--- src/rtl/fifo_wr_arb_pkg.sv ---
// Shared types and defaults for the FIFO write-port round-robin arbiter.
package fifo_arb_pkg;

    typedef enum logic {
        IDLE  = 1'b0,
        BURST = 1'b1
    } arb_state_e;

    localparam int NREQ_DEF      = 4;
    localparam int DW_DEF        = 8;
    localparam int BURST_MAX_DEF = 4;
    localparam int STALL_W       = 16;

    // Index width that stays legal for a single requester too.
    function automatic int idx_w(input int n);
        return (n > 1) ? $clog2(n) : 1;
    endfunction

endpackage

--- src/rtl/fifo_wr_arb_if.sv ---
// Requester streams plus FIFO write side; master = arbiter, slave = environment.
interface fifo_wr_arb_if #(
    parameter int NREQ = fifo_arb_pkg::NREQ_DEF,
    parameter int DW   = fifo_arb_pkg::DW_DEF
);
    logic [NREQ-1:0]    req_valid;
    logic [NREQ*DW-1:0] req_data;
    logic [NREQ-1:0]    req_ready;
    logic               fifo_full;
    logic               fifo_w_en;
    logic [DW-1:0]      fifo_data_in;

    modport master (
        input  req_valid, req_data, fifo_full,
        output req_ready, fifo_w_en, fifo_data_in
    );

    modport slave (
        output req_valid, req_data, fifo_full,
        input  req_ready, fifo_w_en, fifo_data_in
    );
endinterface

--- src/rtl/fifo_wr_arb_rr_pick.sv ---
// Combinational round-robin picker: first set request searching upward from last+1.
module rr_pick
    import fifo_arb_pkg::*;
#(
    parameter int NREQ = NREQ_DEF,
    parameter int IW   = idx_w(NREQ)
) (
    input  logic [NREQ-1:0] req_i,
    input  logic [IW-1:0]   last_i,
    output logic [IW-1:0]   win_o,
    output logic            any_o
);

    logic [IW-1:0] idx;

    // Walk the rotation backwards so the closest requester to last+1 overwrites last.
    always_comb begin
        win_o = '0;
        any_o = |req_i;
        idx   = '0;
        for (int k = NREQ; k >= 1; k--) begin
            idx = IW'((int'(last_i) + k) % NREQ);
            if (req_i[idx]) win_o = idx;
        end
    end

endmodule

--- src/rtl/fifo_wr_arb.sv ---
// Round-robin arbiter sharing one FIFO write port among NREQ valid/ready streams.
// Optional stall statistics counter enabled by defining FIFO_ARB_STATS_EN.
module fifo_wr_arb
    import fifo_arb_pkg::*;
#(
    parameter  int NREQ      = NREQ_DEF,
    parameter  int DW        = DW_DEF,
    parameter  int BURST_MAX = BURST_MAX_DEF,
    localparam int IW        = idx_w(NREQ),
    localparam int BCW       = $clog2(BURST_MAX) + 1
) (
    input  logic          clk,
    input  logic          rst_n,
    fifo_wr_arb_if.master bus,
    output logic [IW-1:0] grant_id,
    output logic          busy
`ifdef FIFO_ARB_STATS_EN
    ,
    output logic [STALL_W-1:0] stall_cnt
`endif
);

    arb_state_e     state_q, state_d;
    logic [IW-1:0]  grant_id_q, grant_id_d;
    logic [IW-1:0]  last_grant_q, last_grant_d;
    logic [BCW-1:0] beat_cnt_q, beat_cnt_d;

    logic [IW-1:0]  winner;
    logic           any_req;
    logic           gvalid;
    logic [DW-1:0]  gdata;
    logic           xfer;

    rr_pick #(.NREQ(NREQ), .IW(IW)) u_pick (
        .req_i  (bus.req_valid),
        .last_i (last_grant_q),
        .win_o  (winner),
        .any_o  (any_req)
    );

    assign gvalid = bus.req_valid[grant_id_q];
    assign gdata  = bus.req_data[grant_id_q*DW +: DW];

    always_ff @(posedge clk or negedge rst_n) begin
        if (!rst_n) begin
            state_q      <= IDLE;
            grant_id_q   <= '0;
            last_grant_q <= IW'(NREQ - 1);
            beat_cnt_q   <= '0;
        end else begin
            state_q      <= state_d;
            grant_id_q   <= grant_id_d;
            last_grant_q <= last_grant_d;
            beat_cnt_q   <= beat_cnt_d;
        end
    end

    always_comb begin
        state_d       = state_q;
        grant_id_d    = grant_id_q;
        last_grant_d  = last_grant_q;
        beat_cnt_d    = beat_cnt_q;
        bus.req_ready = '0;
        xfer          = 1'b0;
        case (state_q)
            IDLE: begin
                if (any_req) begin
                    grant_id_d   = winner;
                    last_grant_d = winner;
                    beat_cnt_d   = '0;
                    state_d      = BURST;
                end
            end
            BURST: begin
                bus.req_ready[grant_id_q] = !bus.fifo_full;
                xfer = gvalid && !bus.fifo_full;
                // A dropped valid forfeits the grant; a full FIFO just stalls.
                if (!gvalid) begin
                    state_d = IDLE;
                end else if (xfer) begin
                    beat_cnt_d = beat_cnt_q + BCW'(1);
                    if (beat_cnt_q == BCW'(BURST_MAX - 1)) state_d = IDLE;
                end
            end
            default: state_d = IDLE;
        endcase
    end

    assign bus.fifo_w_en    = xfer;
    assign bus.fifo_data_in = xfer ? gdata : '0;
    assign grant_id         = grant_id_q;
    assign busy             = (state_q == BURST);

`ifdef FIFO_ARB_STATS_EN
    logic [STALL_W-1:0] stall_q;

    always_ff @(posedge clk or negedge rst_n) begin
        if (!rst_n) begin
            stall_q <= '0;
        end else if (state_q == BURST && gvalid && bus.fifo_full && stall_q != '1) begin
            stall_q <= stall_q + STALL_W'(1);
        end
    end

    assign stall_cnt = stall_q;
`endif

endmodule

--- src/flat_wrapper.sv ---
// flat-port wrapper written by rule: the top's interface ports become plain ports
module fifo_wr_arb_flat import fifo_arb_pkg::*;
#(
    parameter  int NREQ      = NREQ_DEF,
    parameter  int DW        = DW_DEF,
    parameter  int BURST_MAX = BURST_MAX_DEF,
    localparam int IW        = idx_w(NREQ),
    localparam int BCW       = $clog2(BURST_MAX) + 1
)
  (clk, rst_n, grant_id, busy, bus_req_valid, bus_req_data, bus_fifo_full, bus_req_ready, bus_fifo_w_en, bus_fifo_data_in);
  fifo_wr_arb_if #(.NREQ(NREQ), .DW(DW)) bus_i ();
  input  logic clk;
  input  logic rst_n;
  output logic [IW-1:0] grant_id;
  output logic busy;
  input wire logic [$bits(bus_i.req_valid)-1:0] bus_req_valid;
  input wire logic [$bits(bus_i.req_data)-1:0] bus_req_data;
  input wire logic [$bits(bus_i.fifo_full)-1:0] bus_fifo_full;
  output wire logic [$bits(bus_i.req_ready)-1:0] bus_req_ready;
  output wire logic [$bits(bus_i.fifo_w_en)-1:0] bus_fifo_w_en;
  output wire logic [$bits(bus_i.fifo_data_in)-1:0] bus_fifo_data_in;
  assign bus_i.req_valid = bus_req_valid;
  assign bus_i.req_data = bus_req_data;
  assign bus_i.fifo_full = bus_fifo_full;
  assign bus_req_ready = bus_i.req_ready;
  assign bus_fifo_w_en = bus_i.fifo_w_en;
  assign bus_fifo_data_in = bus_i.fifo_data_in;
  fifo_wr_arb #(.NREQ(NREQ), .DW(DW), .BURST_MAX(BURST_MAX)) u_core (.clk(clk), .rst_n(rst_n), .bus(bus_i), .grant_id(grant_id), .busy(busy));
endmodule
--- config.mk ---
export PLATFORM = sky130hd
export DESIGN_NAME = fifo_wr_arb_flat
export DESIGN_NICKNAME = d
export VERILOG_FILES = /design/src/rtl/fifo_wr_arb_pkg.sv /design/src/rtl/fifo_wr_arb_if.sv /design/src/rtl/fifo_wr_arb_rr_pick.sv /design/src/rtl/fifo_wr_arb.sv /design/src/flat_wrapper.sv
export SDC_FILE = /design/constraint.sdc
export NUM_CORES = 1
export LEC_CHECK = 0
export CORE_UTILIZATION = 30
export DETAILED_ROUTE_END_ITERATION = 8
export GPL_ROUTABILITY_DRIVEN = 0
export PLACE_DENSITY_LB_ADDON = 0.2
export SYNTH_ARGS = -nofsm -noshare
export SYNTH_HDL_FRONTEND = slang
export SYNTH_SLANG_ARGS = --single-unit
--- constraint.sdc ---
create_clock -name clk -period 2.3 [get_ports clk]
set_input_delay 0.46 -clock clk [delete_from_list [all_inputs] [get_ports clk]]
set_output_delay 0.46 -clock clk [all_outputs]
set_load 0.005 [all_outputs]
**Yosys cells after proc, flatten, opt, wreduce, memory -nomap -nowiden**

Index checks and enable logic that the tools add are counted.

- $add $sub $neg: 5
- $lt $le $gt $ge: 6
- Eq/ne operators: 4
- Shift-type cells: 1
- Multiplexer cells: 28
- Bitwise gates (word level): 2
- Reductions and logical operators: 6

Operators with widths:

| operator | number |
|---|---|
| $shiftx A32 B6 Y8 | 1 |
| $lt A2 B3 Y1 const B | 5 |
| $mux W1 | 11 |
| $bmux W1 S2 | 5 |
| $mux W3 | 3 |
| $mux W2 | 4 |
| $mux W8 | 1 |
| $pmux W3 S2 | 1 |
| $add A2 B1 Y2 const B | 2 |
| $add A2 B2 Y2 const B | 2 |
| $and A4 B4 Y4 | 1 |
| $mux W4 | 1 |
| $ne A2 B2 Y1 const B | 2 |
| $reduce_or A4 Y1 | 1 |
| $add A3 B1 Y3 const B | 1 |
| $eq A3 B2 Y1 const B | 1 |
| $reduce_and A3 Y1 | 1 |
| $demux W1 S2 | 1 |
| $ge A2 B1 Y1 const B | 1 |
| $logic_and A1 B1 Y1 | 2 |
| $ne A2 B1 Y1 const B | 1 |
| $pmux W1 S2 | 1 |
| $reduce_and A2 Y1 | 1 |
| $logic_not A1 Y1 | 1 |
| $not A1 Y1 | 1 |

- Register bits: 8
- Input bits: 39
- Output and inout bits: 16
- Logic and storage cells: 56

**Depth between registers and ports, before layout**

- Depth after elaboration: 7
- Depth in mapped cells: 5

**Cells and area by module**

From an unflattened synthesis, not the netlist that was laid out.

- Cell total of the unflattened synthesis: 77
- Area total of the unflattened synthesis: 784.5 um^2

Modules (own cells, without submodules):

| module | instances | cells each | area each (um^2) | sequential area each (um^2) |
|---|---|---|---|---|
| fifo_wr_arb | 1 | 63 | 693.2 | 202.7 |
| rr_pick | 1 | 14 | 91.3 | 0.0 |

**Worst setup path before layout**

OpenSTA, ideal clock, no wires.

- Path kind: input to output
- From: input bus_fifo_full
- To: output bus_fifo_data_in[1]
- Arrival time: 1.378 ns
- Setup slack: 0.462 ns
- Stages on the path: 4
- Cell sequence: or3b_4 o22a_2 clkbuf_8 and2b_2

- Longest elaborated chain between the ends: 4

Ends and longest elaborated chain:

| element | line | RTL |
|---|---|---|
| from (decl) | flat_wrapper.sv:18 | `input wire logic [$bits(bus_i.fifo_full)-1:0] bus_fifo_full;` |
| $logic_not A1 Y1 | fifo_wr_arb.sv:76 | `xfer = gvalid && !bus.fifo_full;` |
| $logic_and A1 B1 Y1 | fifo_wr_arb.sv:76 |  |
| $mux W1 | fifo_wr_arb.sv:65 | `case (state_q)` |
| $mux W8 | fifo_wr_arb.sv:90 | `assign bus.fifo_data_in = xfer ? gdata : '0;` |
| to (decl) | flat_wrapper.sv:21 | `output wire logic [$bits(bus_i.fifo_data_in)-1:0] bus_fifo_data_in;` |

Every way passes these cells.

**Worst setup path after layout**

- From: input bus_fifo_full
- To: output bus_fifo_w_en

- Longest elaborated chain between the ends: 3

Ends and longest elaborated chain:

| element | line | RTL |
|---|---|---|
| $logic_not A1 Y1 | fifo_wr_arb.sv:76 |  |
| $logic_and A1 B1 Y1 | fifo_wr_arb.sv:76 |  |
| $mux W1 | fifo_wr_arb.sv:65 |  |
| to (decl) | flat_wrapper.sv:20 | `output wire logic [$bits(bus_i.fifo_w_en)-1:0] bus_fifo_w_en;` |

Every way passes these cells.

==> flow_summary.json <==
{
  "syn_nets": 125,
  "worst_slack_ns": 0.0537,
  "clockBufferDepth": 2,
  "p_int_mw": 0.887,
  "synth_edf_count": 0,
  "cpMaxStageDelayCell": "o22a_2",
  "switching_share_pct": 35.2,
  "vias": 947,
  "drv_slew": 0,
  "fp.coreArea_um2": 2760,
  "post-route-drc-count": 0,
  "multi_input_area_um2": 609,
  "first_global_vias": 987,
  "antenna_found_initial": 0,
  "cts_sinks": 8,
  "layout.nets": 198,
  "yosysTopAreaCell": "mux4_2",
  "drv_cap": 0,
  "tightest_slew_ns": 0.365,
  "max_slew_margin_pct": 75.6,
  "cp-end-kind": "primary output",
  "synth-simple-area-share_pct": 19.3,
  "worstSetupPathType": "primary input to primary output",
  "grt_usage_pct": 18.7,
  "syn_avg_cell_area_um2": 10.4,
  "synthMuxAreaShare_pct": 28.8,
  "synth_top_family_by_area": "multiplexers",
  "synth-compound-area-share_pct": 14.7,
  "ys.flop_type": "dfrtp_1",
  "synth_fa_ha_area_share_pct": 2.85,
  "synthXorXnorAreaFrac_pct": 0,
  "n_antenna_cell": 0,
  "synth_cells": 84,
  "hold_class": "primary input to asynchronous set/reset pin",
  "cp_max_fo": 3,
  "die_w_um": 56.1,
  "clk_latency_ns": 0.26,
  "cts_made_buffers": 3,
  "required_ns": 1.84,
  "status": "complete, no violations",
  "pin_count": 55,
  "rows": 19,
  "ant_nets": 0,
  "cts_max_level": 1,
  "start_util_pct": 31.8,
  "period_needed_ns": 2.25,
  "wire_per_inst_um": 14.3,
  "cpMostUsedCell": "buf_4",
  "p_switching_mw": 0.483,
  "die-area_um2": 3140,
  "via_per_inst": 5.06,
  "io_buffers": 54,
  "holdBufCountCts": 0,
  "finalSetupViolations": 0,
  "yosys-top-cells-area": "mux4_2 (21%), dfrtp_1 (17%), and2b_2 (8.0%)",
  "synth_top_area_share_pct": 20.5,
  "comb_power_share_pct": 70.1,
  "critPathTopFamily": "buffers and inverters",
  "fin_util_pct": 57.2,
  "clk_pin_slew_ns": 0.06,
  "p_leak_nw": 0.716,
  "fin_hold_ws_ns": 0.480,
  "ir_drop_mv": 0.861,
  "p_per_area_nw_per_um2": 868,
  "fin_worst_skew_ns": 0.00381,
  "rrSetupSlack_ns": 0.67,
  "crit_buf_inv": 6,
  "finalHoldViolations": 0,
  "post-place-ws_ns": -0.452,
  "drive_gt1_share_pct": 37.8,
  "cts_tree": "done",
  "cpPeakStageDelay_ns": 0.27,
  "register_area_um2": 204,
  "fmax_ghz": 0.445,
  "overflow": 0,
  "yosys_register_bits": 8,
  "grt_max_degree": 13,
  "wl_mm": 2.67,
  "place_hpwl_mm": 2.07,
  "drt_iter0_drc": 29,
  "dr.pass1.iters": 4,
  "p_clk_share_pct": 8.6,
  "grt_pass1_wl_mm": 4.53,
  "die_h_um": 56.1,
  "cp-start-kind": "primary input",
  "area_delta_synth_final_pct": 79.9,
  "fill_cells": 258,
  "crit_arrival_ns": 1.79,
  "synth_cell_types": 32,
  "seq_area_frac_synth_pct": 23.1,
  "period_share_pct": 97.7,
  "synthArstFlopShare_pct": 100,
  "root_buffer": "clkbuf_4",
  "yosys_warnings": 0,
  "yosys-top-cells-count": "inv_1 (10), and2b_2 (8), mux4_2 (8)",
  "synth.most_common_cell": "inv_1",
  "p_seq_share_pct": 21.3,
  "crit_chain": "clkdlybuf4s15_2 > buf_4 > nand3b_1 > o22a_2 > buf_4 > buf_4 > inv_1 > dlygate4sd2_1",
  "syn_area_um2": 877
}
==> final timing paths <==
path                            cells after the start                      to                  from
min in group clk                                    1    u_core.beat_cnt_q[0]  u_core.beat_cnt_q[0]
max in group asynchronous                           1  u_core.last_grant_q[0]                 rst_n
worst max register to register                      6    u_core.beat_cnt_q[1]    u_core.grant_id[1]
worst min register to register                      1    u_core.beat_cnt_q[0]  u_core.beat_cnt_q[0]
worst min-delay path                                1    u_core.beat_cnt_q[2]                 rst_n
worst max-delay path                                8           bus_fifo_w_en         bus_fifo_full
==> kinds of logic after synthesis <==
kind of cell             count (synthesis)
AO/OA/AOI/OAI                           19
adder cells (fa/ha/maj)                  2
buffers and inverters                   16
AND/OR/NAND/NOR                         24
multiplexers                            15
flip-flops                               8
==> placed cells by master, fill, tap and decap left out, types with 3 or more instances in the layout <==
master	n
buf_4	17
and2b_2	8
clkbuf_2	4
clkdlybuf4s50_1	39
clkbuf_4	3
inv_1	10
mux4_2	8
buf_2	3
mux2i_1	3
dfrtp_1	5
dlygate4sd2_1	5
o21ai_0	6
nor2_1	5
==> routing by layer <==
layer  global-route usage, %  part of all wire [%]  vias to the layer above
met3                    5.12                   9.3                        0
met2                    34.7                    50                       52
met5                       0                     0                        -
li1                        -                     -                      458
met4                    4.18                     0                        0
met1                    21.1                    41                      437
==> per-stage QoR <==
| step | setup TNS, ns | std cells | area (um2) | total power [mW] |
|---|---|---|---|---|
| floorplan | 0 | 84 | 877 | 0.830 |
| global placement | -3.81 | 176 | 1510 | 1.17 |
| detailed placement | -4.27 | 176 | 1510 | 1.19 |
| CTS | 0 | 186 | 1590 | 1.38 |
| global route | -0.00975 | 187 | 1580 | 1.49 |
| finish | 0 | 187 | 1580 | 1.37 |
==> flip-flops by register name, summed over array words and instances (netlist names) <==
| name | count |
|---|---|
| u_core.beat_cnt_q | 3 |
| u_core.grant_id | 2 |
| u_core.last_grant_q | 2 |
| u_core.busy | 1 |
==> area by class of cell <==
type                       count  area share, %
clock buffer                   4           1.67
inverter                      10           2.38
multi-input combinational     61           38.6
sequential                     8           12.9
tap                           31           2.46
timing repair buffer          73           42.0
==> power by group through the flow <==
stage / registers [mW] / clock network, mW / logic (mW)
after floorplan: 0.268 / 0 / 0.562
after global placement: 0.276 / 0 / 0.890
after detailed placement: 0.280 / 0 / 0.912
after CTS: 0.287 / 0.119 / 0.974
after global routing: 0.301 / 0.131 / 1.06
final: 0.292 / 0.117 / 0.961
==> repair_timing <==
item                                    CTS  global route
buffers inserted                          5             1
gates cloned                              1             0
pin swaps                                 2             2
resized for setup                        31            10
endpoints found under the setup margin   13             9
No activity file was read; power rests on OpenSTA's default activity.
